## config.mk

```make
export PLATFORM = sky130hd
export DESIGN_NAME = vga_pixel_fetch
export DESIGN_NICKNAME = d
export VERILOG_FILES = /design/src/rtl/vga_pixel_fetch.sv
export SDC_FILE = /design/constraint.sdc
export NUM_CORES = 1
export LEC_CHECK = 0
export BUFFER_PORTS_ARGS = -buffer_cell sky130_fd_sc_hd__buf_2
export CORE_UTILIZATION = 50
export CTS_CLUSTER_SIZE = 8
export DETAILED_ROUTE_END_ITERATION = 8
export GPL_TIMING_DRIVEN = 0
export HOLD_SLACK_MARGIN = 0.08
export PLACE_DENSITY = 0.9
export RECOVER_POWER = 100
export SETUP_SLACK_MARGIN = 0.15
export SKIP_CTS_REPAIR_TIMING = 1
export SLEW_MARGIN = 20
export SYNTH_ARGS = -nofsm -noshare
export SYNTH_HDL_FRONTEND = slang
export SYNTH_SLANG_ARGS = --single-unit
```

## constraint.sdc

```tcl
create_clock -name clk -period 3.65 [get_ports clk]
set_input_delay 1.095 -clock clk [delete_from_list [all_inputs] [get_ports clk]]
set_output_delay 1.095 -clock clk [all_outputs]
set_load 0.01 [all_outputs]
```

## src/rtl/vga_pixel_fetch.sv

```systemverilog
// ============================================================================
// Module   : vga_pixel_fetch
// Purpose  : Fetches 12-bit RGB from a double-buffered 320x240 framebuffer
//            with 2x replication to 640x480, realigning syncs to the pipeline.
// Revision : 1.0 - initial release
// ============================================================================
`default_nettype none

module vga_pixel_fetch #(
    parameter int H_ACTIVE  = 640,
    parameter int V_ACTIVE  = 480,
    parameter int FB_WIDTH  = 320,
    parameter int FB_HEIGHT = 240
) (
    input  logic        clk,
    input  logic        reset,
    input  logic [9:0]  pixel_addr_x,
    input  logic [9:0]  pixel_addr_y,
    input  logic        display_in,
    input  logic        h_sync_in,
    input  logic        v_sync_in,
    input  logic        buf_sel_req,
    output logic [17:0] fb_addr,
    output logic        fb_rd_en,
    input  logic [11:0] fb_rd_data,
    output logic [3:0]  vga_r,
    output logic [3:0]  vga_g,
    output logic [3:0]  vga_b,
    output logic        h_sync_out,
    output logic        v_sync_out,
    output logic        vblank_pulse,
    output logic        buf_displayed
);

    localparam logic [9:0] c_H_ACTIVE  = H_ACTIVE[9:0];
    localparam logic [9:0] c_V_ACTIVE  = V_ACTIVE[9:0];
    localparam logic [8:0] c_FB_WIDTH  = FB_WIDTH[8:0];
    localparam logic [8:0] c_FB_HEIGHT = FB_HEIGHT[8:0];

    logic [8:0]  w_x_half;
    logic [8:0]  w_y_half;
    logic [16:0] w_y_ext;
    logic [16:0] w_offset;
    logic        w_active;
    logic        w_vblank_entry;

    logic [9:0]  r_y_prev;
    logic        r_display_d1;
    logic        r_display_d2;
    logic        r_h_sync_d1;
    logic        r_h_sync_d2;
    logic        r_v_sync_d1;
    logic        r_v_sync_d2;

    assign w_x_half = pixel_addr_x[9:1];
    assign w_y_half = pixel_addr_y[9:1];
    assign w_y_ext  = {8'd0, w_y_half};

    // y*320 as y*256 + y*64 keeps the offset out of a hard multiplier
    assign w_offset = (w_y_ext << 8) + (w_y_ext << 6) + {8'd0, w_x_half};

    assign w_active = display_in
                   && (pixel_addr_x < c_H_ACTIVE) && (pixel_addr_y < c_V_ACTIVE)
                   && (w_x_half < c_FB_WIDTH) && (w_y_half < c_FB_HEIGHT);

    assign w_vblank_entry = (pixel_addr_y == c_V_ACTIVE) && (r_y_prev != c_V_ACTIVE);

    // Stage 1: address issue; fb_addr holds while outside the active area
    always_ff @(posedge clk or negedge reset) begin
        if (!reset) begin
            fb_addr      <= 18'd0;
            fb_rd_en     <= 1'b0;
            r_display_d1 <= 1'b0;
            r_h_sync_d1  <= 1'b1;
            r_v_sync_d1  <= 1'b1;
        end else begin
            fb_rd_en     <= w_active;
            r_display_d1 <= w_active;
            r_h_sync_d1  <= h_sync_in;
            r_v_sync_d1  <= v_sync_in;
            if (w_active) begin
                fb_addr <= {buf_displayed, w_offset};
            end
        end
    end

    // Stage 2: RAM access cycle; control shifts alongside the read
    always_ff @(posedge clk or negedge reset) begin
        if (!reset) begin
            r_display_d2 <= 1'b0;
            r_h_sync_d2  <= 1'b1;
            r_v_sync_d2  <= 1'b1;
        end else begin
            r_display_d2 <= r_display_d1;
            r_h_sync_d2  <= r_h_sync_d1;
            r_v_sync_d2  <= r_v_sync_d1;
        end
    end

    // Stage 3: pin registers, colour blanked whenever the pixel was inactive
    always_ff @(posedge clk or negedge reset) begin
        if (!reset) begin
            vga_r      <= 4'd0;
            vga_g      <= 4'd0;
            vga_b      <= 4'd0;
            h_sync_out <= 1'b1;
            v_sync_out <= 1'b1;
        end else begin
            {vga_r, vga_g, vga_b} <= r_display_d2 ? fb_rd_data : 12'h000;
            h_sync_out <= r_h_sync_d2;
            v_sync_out <= r_v_sync_d2;
        end
    end

    // Buffer swap only on vblank entry so a frame never mixes two buffers
    always_ff @(posedge clk or negedge reset) begin
        if (!reset) begin
            r_y_prev      <= 10'd0;
            vblank_pulse  <= 1'b0;
            buf_displayed <= 1'b0;
        end else begin
            r_y_prev     <= pixel_addr_y;
            vblank_pulse <= w_vblank_entry;
            if (w_vblank_entry) begin
                buf_displayed <= buf_sel_req;
            end
        end
    end

endmodule

`default_nettype wire

```

==> run summary, run 1 <==
outcome: complete, no violations
clk sink count: 50
Worst EP arrival: 3.41 ns
hold slack: 0.359 ns
Worst Reg2Reg Path Length in Cells: 4
Hold Vio Cnt, Final: 0
Total GRT Usage: 20.0%
syn avg cell area: 11.7 um^2
Required @ worst endpoint: 3.84 ns
reg2reg end: buf_displayed
worst min path class: reg -> reg
nets: 321
Leak: 0.00133 uW
HPWL Detailed: 3.17 mm
largest family of logic cells by synthesized area: simple AND/OR/NAND/NOR gates
adder and majority cell fraction of the synthesized area: 11.6%
Max FO, Critical Path: 4
largest net degree at the start of global routing: 51
Remaining DRCs: 0
vias: 1628
Worst-Skew Late Latency: 0.29 ns
Gate Count Post-Synth: 186
I/O Pins: 73
YS warnings: 0
Post-synth EDFFs: 0
Peak VDD IR: 267 uV
Via density: 5.17
DR pass1 iterations: 4
Max-Cap Viols: 0
Crit-path slowest cell: fa_1
Crit path largest cell delay: 0.58 ns
Syn Nets: 243
root buf cell: clkbuf_8
clock skew: 0.00739 ns
Die W: 67.9 um
first-pass GRT wire length: 6.62 mm
Antenna Cells: 0
H-tree levels: 2
sequential area share after synthesis: 58.0%
Post-Route Setup TNS: 0 ns
Max-slew headroom: 60.1%
Power Density: 484 nW/um^2
Tcrit/Tclk final: 88.2%
CORE AREA: 4090 um^2
critical path startpoint category: primary input
Worst-path clk slew: 0.09 ns
Post-Synth XOR/XNOR Area: 0.807%
Setup crit end: fb_addr[14]
unique cell type count in the Yosys netlist: 38
mux cell area share after synthesis: 0.519%
Synth Register Bits: 50
CP Capture Type: flip-flop
R2R Path Start: r_y_prev[1]
CTS tree: yes
Least-Margin Pin Slew: 0.598 ns
Pins Over Slew Limit: 0
grt total ovfl: 0
Num CTS Buffers: 5
commonest cells after routing, fill and taps aside: clkbuf_1 (49), dfrtp_1 (44), nand2_1 (35), buf_2 (25), ha_1 (17)
DR WL/cell: 13.5 um
Crit Path Class: in -> reg
endpoints failing setup: 0
Top cell by count, worst path: inv_1
fill count: 360
die footprint: 4610 um^2
area delta synth->final: 21.8%
ys async rst share: 100%
register area: 1260 um^2
Port Buf Inserts: 71
layout cell share with drive strength beyond 1: 17.4%
Synth Area in Compound Gates: 10.4%
site row count: 23
Synth Flop Type: dfrtp_1
setup slack, reg-to-reg: 2.19 ns
RSZ-0062 raised after global routing: false
mapped cell area: 2170 um^2
commonest non-fill, non-tap cell in the layout: clkbuf_1
routed wire length: 4.26 mm
1st-iter DRT viols: 100
maximum clock frequency: 311 MHz
initial antenna violation count: 0
Die H: 67.9 um
routability congestion estimate: 0.834
crit path launch: pixel_addr_y[1]
Post-DRT Antenna Nets: 0
vias in the first global route: 1455
Initial Utilization: 53.1%
clock buffer depth: 2
Min Clock Period, post-route: 3.22 ns
CP cell instances: clkbuf_1 -> inv_1 -> fa_1 -> inv_1 -> ha_1 -> a211oi_1 -> o21bai_1 -> o311a_1 -> o31ai_1
Simple-Gate Fraction of Synth Area: 16.2%
Multi-input gate area: 853 um^2
-- metrics by stage --
| stage | utilization, % | worst slack, ns | total power [uW] | cell area, um^2 | instances |
|---|---|---|---|---|---|
| 2_1_floorplan | - | 0.661 | 801 | 2170 | 186 |
| 3_3_place_gp | 63.3 | 0.423 | 902 | 2590 | 307 |
| 3_5_place_dp | 63.3 | 0.376 | 914 | 2590 | 307 |
| 4_1_cts | 66.2 | 0.642 | 1310 | 2710 | 315 |
| 5_1_grt | 64.7 | 0.328 | 1360 | 2650 | 315 |
| 6_report | 64.7 | 0.432 | 1280 | 2650 | 315 |
-- layout make-up --
cell class / instances / share of cell area [%]
flip-flops and latches: 50 / 47.6
multi-input cells: 122 / 32.3
plain buffers: 4 / 0.568
clock buffers: 5 / 2.60
inverters: 10 / 1.42
repair buffers: 71 / 11.4
well taps: 50 / 2.37
clock inverters: 3 / 1.80
-- cells in the mapped netlist (2+ instances only) --
master    instances  area share, %
a21o_1            4            1.4
a21oi_1           3           0.69
and2_1           13            3.7
clkbuf_1          3           0.52
dfrtp_1          44             51
dfstp_2           6            7.3
fa_1              2            1.8
ha_1             17            9.8
inv_1            10            1.7
nand2_1          35            6.1
nand4b_1          3            1.2
nor2_1            5           0.86
nor4_1            2           0.58
o21a_1            2           0.69
o21ai_0           8            1.8
o31a_1            2           0.81
o31ai_1           2           0.69
or2_2             4            1.2
xor2_1            2           0.81
-- power breakdown --
group / internal, uW / switching, uW / leakage (uW)
sequential: 614 / 25.7 / 0.000623
combinational: 101 / 147 / 0.000653
clock: 208 / 185 / 0.0000587
-- kinds of logic after synthesis --
family / count (synthesis)
AND/OR/NAND/NOR: 69
buffers and inverters: 14
XOR/XNOR: 2
flip-flops: 50
AO/OA/AOI/OAI: 31
multiplexers: 1
adder cells (fa/ha/maj): 19
-- worst min-delay path by stage --
stage                      startpoint          end  slack, ns  cells past startpoint
after global routing      r_v_sync_d2   v_sync_out       0.37                      0
final                     r_v_sync_d2   v_sync_out       0.36                      0
after detailed placement  r_v_sync_d2   v_sync_out       0.35                      0
after floorplan           r_h_sync_d2   h_sync_out       0.35                      0
after global placement    r_h_sync_d1  r_h_sync_d2       0.35                      0
after CTS                 r_v_sync_d2   v_sync_out       0.36                      0
-- layer usage --
layer / vias to the layer above / GRT usage [%] / part of all wire, %
met5: - / 0 / 0
met3: 4 / 3.67 / 5.8
met1: 766 / 25.9 / 45
met4: 0 / 8.59 / 1.3
li1: 797 / - / -
met2: 61 / 32.7 / 48
-- critical path, delay by kind of cell --
kind / cells / cell delay (ns)
fa+ha+maj: 2 / 0.89
compound gates: 4 / 1.11
buf+inv: 3 / 0.31
-- sequential cells by signal (all words and copies together), names as in the netlist --
name	flops
vga_g	4
r_h_sync_d2	1
fb_addr	18
vga_r	4
r_v_sync_d2	1
r_display_d2	1
r_h_sync_d1	1
buf_displayed	1
h_sync_out	1
r_y_prev	10
v_sync_out	1
vblank_pulse	1
r_v_sync_d1	1
r_display_d1	1
vga_b	4
(Power assumes the default switching activity.)
==> run 2, diff against run 1 <==
- PLACE_DENSITY: 0.9 -> 0.79
==> run 2 against run 1 <==
Clock-buffer cell count rose by 1. Sequential cell count did not move. Setup slack improved by 0.12 ns. Total power fell by 4.0%. Sequential share of layout area rose by 0.34 points. Critical path depth did not move. Hold slack barely moved.
==> run summary, run 2 (same netlist as run 1, synthesis figures left out) <==
commonest non-fill, non-tap cell in the layout: clkbuf_1
DP Cell Count: 307 (unchanged)
Logic pwr share: 20.0% (+0.6 points)
CP Capture Type: flip-flop
placed cell area: 2590 um^2 (unchanged)
I/O Pins: 73 (unchanged)
Required @ worst endpoint: 3.87 ns (+0.03 ns)
Finished Layout Cells: 315 (unchanged)
worst min path class: reg -> reg
Die H: 67.9 um (unchanged)
Post-Route Setup TNS: 0 ns (unchanged)
post-route cell area: 2630 um^2 (-0.71%)
Sw Pwr: 358 uW (+0.16%)
Max-slew headroom: 20.4% (-40 points)
crit-path leading delay family: adder cells
Crit Path Class: in -> reg
root buf cell: clkbuf_8
Total GRT Usage: 20.4% (+0.45 points)
Top cell by count, worst path: inv_1
max FFs per register: 18 (unchanged)
Peak VDD IR: 263 uV (-1.5%)
Least-Margin Pin Slew: 1.19 ns (+0.596 ns)
Pins Over Slew Limit: 0 (unchanged)
Biggest register: fb_addr
Int Pwr: 871 uW (-5.7%)
first-pass GRT wire length: 6.60 mm (-0.32%)
1st-iter DRT viols: 80 (-20%)
Antenna Cells: 0 (unchanged)
Tcrit/Tclk final: 84.8% (-3.3 points)
area delta synth->final: 21.0%
initial antenna violation count: 0 (unchanged)
endpoints failing setup: 0 (unchanged)
vias: 1609 (-1.2%)
Die W: 67.9 um (unchanged)
largest net degree at the start of global routing: 51 (unchanged)
Power Density: 468 nW/um^2 (-3.3%)
Via density: 5.11 (-1.2%)
DR pass1 iterations: 4 (unchanged)
Num CTS Buffers: 5 (unchanged)
CP cell instances: clkbuf_1 -> inv_1 -> fa_1 -> inv_1 -> ha_1 -> a211oi_1 -> o21ai_0 -> and3_1 -> o31ai_1
Post-DRT Antenna Nets: 0 (unchanged)
Port Buf Inserts: 71 (unchanged)
Max FO, Critical Path: 4 (unchanged)
H-tree levels: 2 (unchanged)
routability congestion estimate: 0.805 (-3.5%)
critical path startpoint category: primary input
site row count: 23 (unchanged)
biggest regs: fb_addr (18), r_y_prev (10)
Worst-Skew Late Latency: 0.30 ns (about the same)
outcome: complete, no violations
DR WL/cell: 13.6 um (+0.73%)
Initial Utilization: 53.1% (unchanged)
fill count: 356 (-1.1%)
Min Clock Period, post-route: 3.10 ns (-0.121 ns)
HPWL Detailed: 3.08 mm (-2.9%)
Worst-path clk slew: 0.09 ns (about the same)
Hold Vio Cnt, Final: 0 (unchanged)
hold slack: 0.359 ns (-0.000105 ns)
Max-Cap Viols: 0 (unchanged)
Worst EP arrival: 3.31 ns (-0.10 ns)
CORE AREA: 4090 um^2 (unchanged)
vias in the first global route: 1402 (-3.6%)
layout cell share with drive strength beyond 1: 17.4% (unchanged)
routed wire length: 4.29 mm (+0.73%)
Crit path largest cell delay: 0.56 ns (-0.02 ns)
Remaining DRCs: 0 (unchanged)
RSZ-0062 raised after global routing: false
Buffers & Inverters on Critical Path: 3 (unchanged)
CTS tree: yes
die footprint: 4610 um^2 (unchanged)
Leak: 0.00132 uW (-0.81%)
commonest cells after routing, fill and taps aside: clkbuf_1 (49), dfrtp_1 (44), nand2_1 (35), buf_2 (25), ha_1 (17)
share of total power in the clock network: 27.9% (-2.8 points)
sw frac: 29.1% (+1.2 points)
clock skew: 0.00296 ns (-0.00443 ns)
grt total ovfl: 0 (unchanged)
nets: 321 (unchanged)
clk sink count: 50 (unchanged)
clock buffer depth: 2 (unchanged)
Reg power frac: 52.0% (+2.1 points)
maximum clock frequency: 323 MHz (+3.9%)
Crit-path slowest cell: fa_1
-- run 2: power groups by stage --
stage	Combinational (uW)	Clock [uW]	Sequential, uW
2_1_floorplan	126	0	674
3_3_place_gp	258	0	647
3_5_place_dp	264	0	649
4_1_cts	265	357	639
5_1_grt	281	377	647
6_report	246	343	639
-- run 2: per-layer routing --
metal	GRT usage (%)	routed length [um]	vias to the layer above
met3	7.00	310	4
met1	25.8	1990	752
li1	-	-	793
met5	0	0	-
met4	9.38	40	0
met2	31.6	1950	60
-- run 2: layout make-up --
type                       instances  area, um^2  share of cell area, %
clock inverter                     2        17.5                  0.667
inverter                          10        37.5                   1.43
clock buffer                       6        82.6                   3.14
sequential                        50        1260                   47.9
tap                               50        62.6                   2.38
buffer                             4        15.0                  0.572
multi-input combinational        122         853                   32.5
timing repair buffer              71         299                   11.4
-- run 2: path summary, 6_finish.rpt --
path	from	endpoint	slack (ns)	depth (start not counted)
worst max register to register	r_y_prev[1]	buf_displayed	2.19	4
worst max-delay path	pixel_addr_y[1]	fb_addr[12]	0.55	9
worst min register to register	r_v_sync_d2	v_sync_out	0.36	0
worst min-delay path	r_v_sync_d2	v_sync_out	0.36	0
max in group asynchronous	reset	fb_addr[11]	1.91	1
min in group asynchronous	reset	fb_addr[9]	1.03	1
-- run 2: through the flow --
stage          util (%)  total power (uW)  setup WS (ns)
2_1_floorplan         -               801          0.661
3_3_place_gp       63.3               905          0.415
3_5_place_dp       63.3               913          0.421
4_1_cts            65.8              1260          0.754
5_1_grt            64.3              1310          0.401
6_report           64.3              1230          0.553
-- run 2: worst reg2reg max path, stage by stage (launching register included) --
cell      delay [ns]
dfrtp_1         0.37
nor4_1          0.35
nand4b_1        0.13
and4_1          0.24
mux2_2          0.27
==> run 3, diff against run 2 <==
- ABC_AREA: unset -> 1
- CORE_UTILIZATION: 50 -> 45
- PLACE_DENSITY: 0.79 -> 0.75
- clock period: 3.65 -> 2.7 ns (I/O delays scaled with it)
==> run 3 against run 2 <==
Clock power increased by 59%. Routed wire length decreased by 1.3%. Area after synthesis increased by 4.2%. Die area increased by 15%. Combinational power increased by 38%. Critical path depth increased by 1. Cell count increased by 24%. Synthesized cell count increased by 32%. Non-clock buffer count unchanged. Register-to-register slack got worse by 0.52 ns. Sequential power increased by 35%.
==> run summary, run 3 <==
ys async rst share: 100% (unchanged)
vias: 1745 (+8.5%)
Post-synth EDFFs: 0 (unchanged)
fill count: 465 (+31%)
clock buffer depth: 2 (unchanged)
Power Density: 635 nW/um^2 (+36%)
top cells by area, synth: dfrtp_1 (49%), nand2_1 (15%), ha_1 (9.4%), dfstp_2 (7.0%), inv_1 (5.5%)
first-pass GRT wire length: 7.15 mm (+8.4%)
Worst EP arrival: 2.62 ns (-0.69 ns)
Crit-path slowest cell: fa_1
dpl ws: 0.0181 ns (-0.403 ns)
Die H: 72.9 um (+7.4%)
DR WL/cell: 10.8 um (-21%)
grt total ovfl: 0 (unchanged)
Worst-path clk slew: 0.10 ns (about the same)
layout cell share with drive strength beyond 1: 13.9% (-3.5 points)
unique cell type count in the Yosys netlist: 25 (-34%)
Die W: 72.9 um (+7.4%)
commonest cells in the netlist: nand2_1 (89), dfrtp_1 (44), inv_1 (33)
Antenna Cells: 0 (unchanged)
H-tree levels: 2 (unchanged)
commonest cells after routing, fill and taps aside: nand2_1 (90), clkbuf_1 (47), dfrtp_1 (44), inv_1 (35), buf_2 (25)
site row count: 25 (+8.7%)
vias in the first global route: 1673 (+19%)
Via density: 4.46 (-13%)
Biggest register: fb_addr
CP cell instances: clkbuf_1 -> inv_1 -> fa_1 -> fa_1 -> o21ai_2 -> nand2_1 -> nand2_1 -> nand2_1 -> nand3_1 -> nand2_1
Least-Margin Pin Slew: 1.17 ns (-0.0220 ns)
register area: 1260 um^2 (unchanged)
Syn Nets: 302 (+24%)
Max Used Layer: met4
Buffers & Inverters on Critical Path: 2 (-1)
Pins Over Slew Limit: 0 (unchanged)
Leak: 0.00154 uW (+17%)
outcome: complete, no violations
syn avg cell area: 9.23 um^2 (-21%)
Port Buf Inserts: 71 (unchanged)
Worst Reg2Reg Path Length in Cells: 5 (+1)
YS warnings: 0 (unchanged)
Crit path largest cell delay: 0.52 ns (-0.04 ns)
R2R Path Start: r_y_prev[9]
Synth Register Bits: 50 (unchanged)
Post-Route Setup TNS: 0 ns (unchanged)
final setup margin: 0.293 ns (-0.260 ns)
Synth Flop Type: dfrtp_1
routed wire length: 4.23 mm (-1.3%)
I/O Pins: 73 (unchanged)
mapped cell area: 2260 um^2 (+4.2%)
routability congestion estimate: 0.852 (+5.8%)
CORE AREA: 4790 um^2 (+17%)
Worst-Skew Late Latency: 0.31 ns (about the same)
Required @ worst endpoint: 2.91 ns (-0.96 ns)
Multi-input gate area: 835 um^2 (-2.2%)
met3 WL: 231 um (-25%)
most common cell in the synthesized netlist: nand2_1
maximum clock frequency: 415 MHz
setup slack, reg-to-reg: 1.67 ns (-0.52 ns)
Total GRT Usage: 17.7% (-2.7 points)
Synth top area share: 48.7% (-2.0 points)
HPWL Detailed: 3.20 mm (+3.9%)
Hold Path Depth: 0 (unchanged)
hold slack: 0.359 ns (-0.000483 ns)
reg2reg end: buf_displayed
1st-iter DRT viols: 61 (-24%)
sequential area share after synthesis: 55.6% (-2.3 points)
worst min path class: reg -> reg
area delta synth->final: 21.6%
Peak VDD IR: 245 uV (-7.0%)
largest net degree at the start of global routing: 51 (unchanged)
Max-Cap Viols: 0 (unchanged)
RSZ-0062 raised after global routing: false
wl on met1: 1.97 mm (-0.80%)
Remaining DRCs: 0 (unchanged)
Gate Count Post-Synth: 245 (+32%)
Min Clock Period, post-route: 2.41 ns
initial antenna violation count: 0 (unchanged)
Hold Vio Cnt, Final: 0 (unchanged)
root buf cell: clkbuf_8
Num CTS Buffers: 5 (unchanged)
max FFs per register: 18 (unchanged)
CP Capture Type: flip-flop
crit-path leading delay family: adder cells
Max FO, Critical Path: 3 (-1)
leading area contributor after synthesis: dfrtp_1
biggest regs: fb_addr (18), r_y_prev (10)
met2 wire len: 1.96 mm (+0.46%)
Crit Path Class: in -> reg
Post-DRT Antenna Nets: 0 (unchanged)
Worst Hold End: v_sync_out
Max-slew headroom: 21.8% (+1.5 points)
die footprint: 5310 um^2 (+15%)
Top cell by count, worst path: nand2_1
commonest non-fill, non-tap cell in the layout: nand2_1
nets: 380 (+18%)
clock skew: 0.00777 ns (+0.00481 ns)
hold wc startpoint: r_v_sync_d2
Tcrit/Tclk final: 89.2%
clk sink count: 50 (unchanged)
endpoints failing setup: 0 (unchanged)
DR pass1 iterations: 4 (unchanged)
Initial Utilization: 47.3% (-5.9 points)
CTS tree: yes
critical path startpoint category: primary input
[run 3: worst max path at each step]
stage | from | to | slack (ns) | cells after the start
after floorplan | pixel_addr_x[9] | fb_addr[13] | 0.27 | 9
after global placement | pixel_addr_y[1] | fb_addr[15] | 0.06 | 10
after detailed placement | pixel_addr_y[1] | fb_addr[15] | 0.02 | 10
after CTS | pixel_addr_y[1] | fb_addr[15] | 0.36 | 10
after global routing | pixel_addr_y[1] | fb_addr[12] | 0.14 | 12
final | pixel_addr_y[1] | fb_addr[15] | 0.29 | 10
[run 3: final cells by class]
| class | count | area share, % |
|---|---|---|
| Clock inverter | 2 | 1.41 |
| Tap cell | 67 | 3.05 |
| Sequential cell | 50 | 45.7 |
| Multi-Input combinational cell | 156 | 30.3 |
| Timing Repair Buffer | 71 | 10.9 |
| Buffer | 4 | 0.819 |
| Clock buffer | 6 | 3.00 |
| Inverter | 35 | 4.77 |
[run 3: cell families after synthesis]
kind of cell,Yosys count,share of synthesized area [%]
simple gates,124,22.4
fa+ha+maj,19,11.2
flops,50,55.6
xor+xnor,3,1.16
compound gates,10,2.49
buf+inv,39,7.13
[run 3: where the power goes]
part	leakage (uW)	total (uW)	internal, uW	switching (uW)
registers	0.000624	864	828	36.4
logic	0.000857	340	129	211
clock network	0.0000618	544	305	239
total	0.00154	1750	1260	486
[run 3: worst reg2reg max path: cells and delay by family, from the launching register on]
kind	cells	cell delay (ns)
simple gates	5	0.61
flops	1	0.36
[run 3: metal layers]
metal	vias to the layer above	GRT usage, %
met3	7	3.45
met1	785	21.7
met4	0	7.84
met5	-	0
li1	902	-
met2	51	30.5
[run 3: per-stage QoR]
stage | power (uW) | utilization, % | cells | instance area, um^2
after floorplan | 1090 | - | 245 | 2260
after detailed placement | 1240 | 56.4 | 383 | 2700
final | 1750 | 57.5 | 391 | 2750
after CTS | 1790 | 59.0 | 391 | 2820
after global routing | 1860 | 57.5 | 391 | 2750
after global placement | 1240 | 56.4 | 383 | 2700
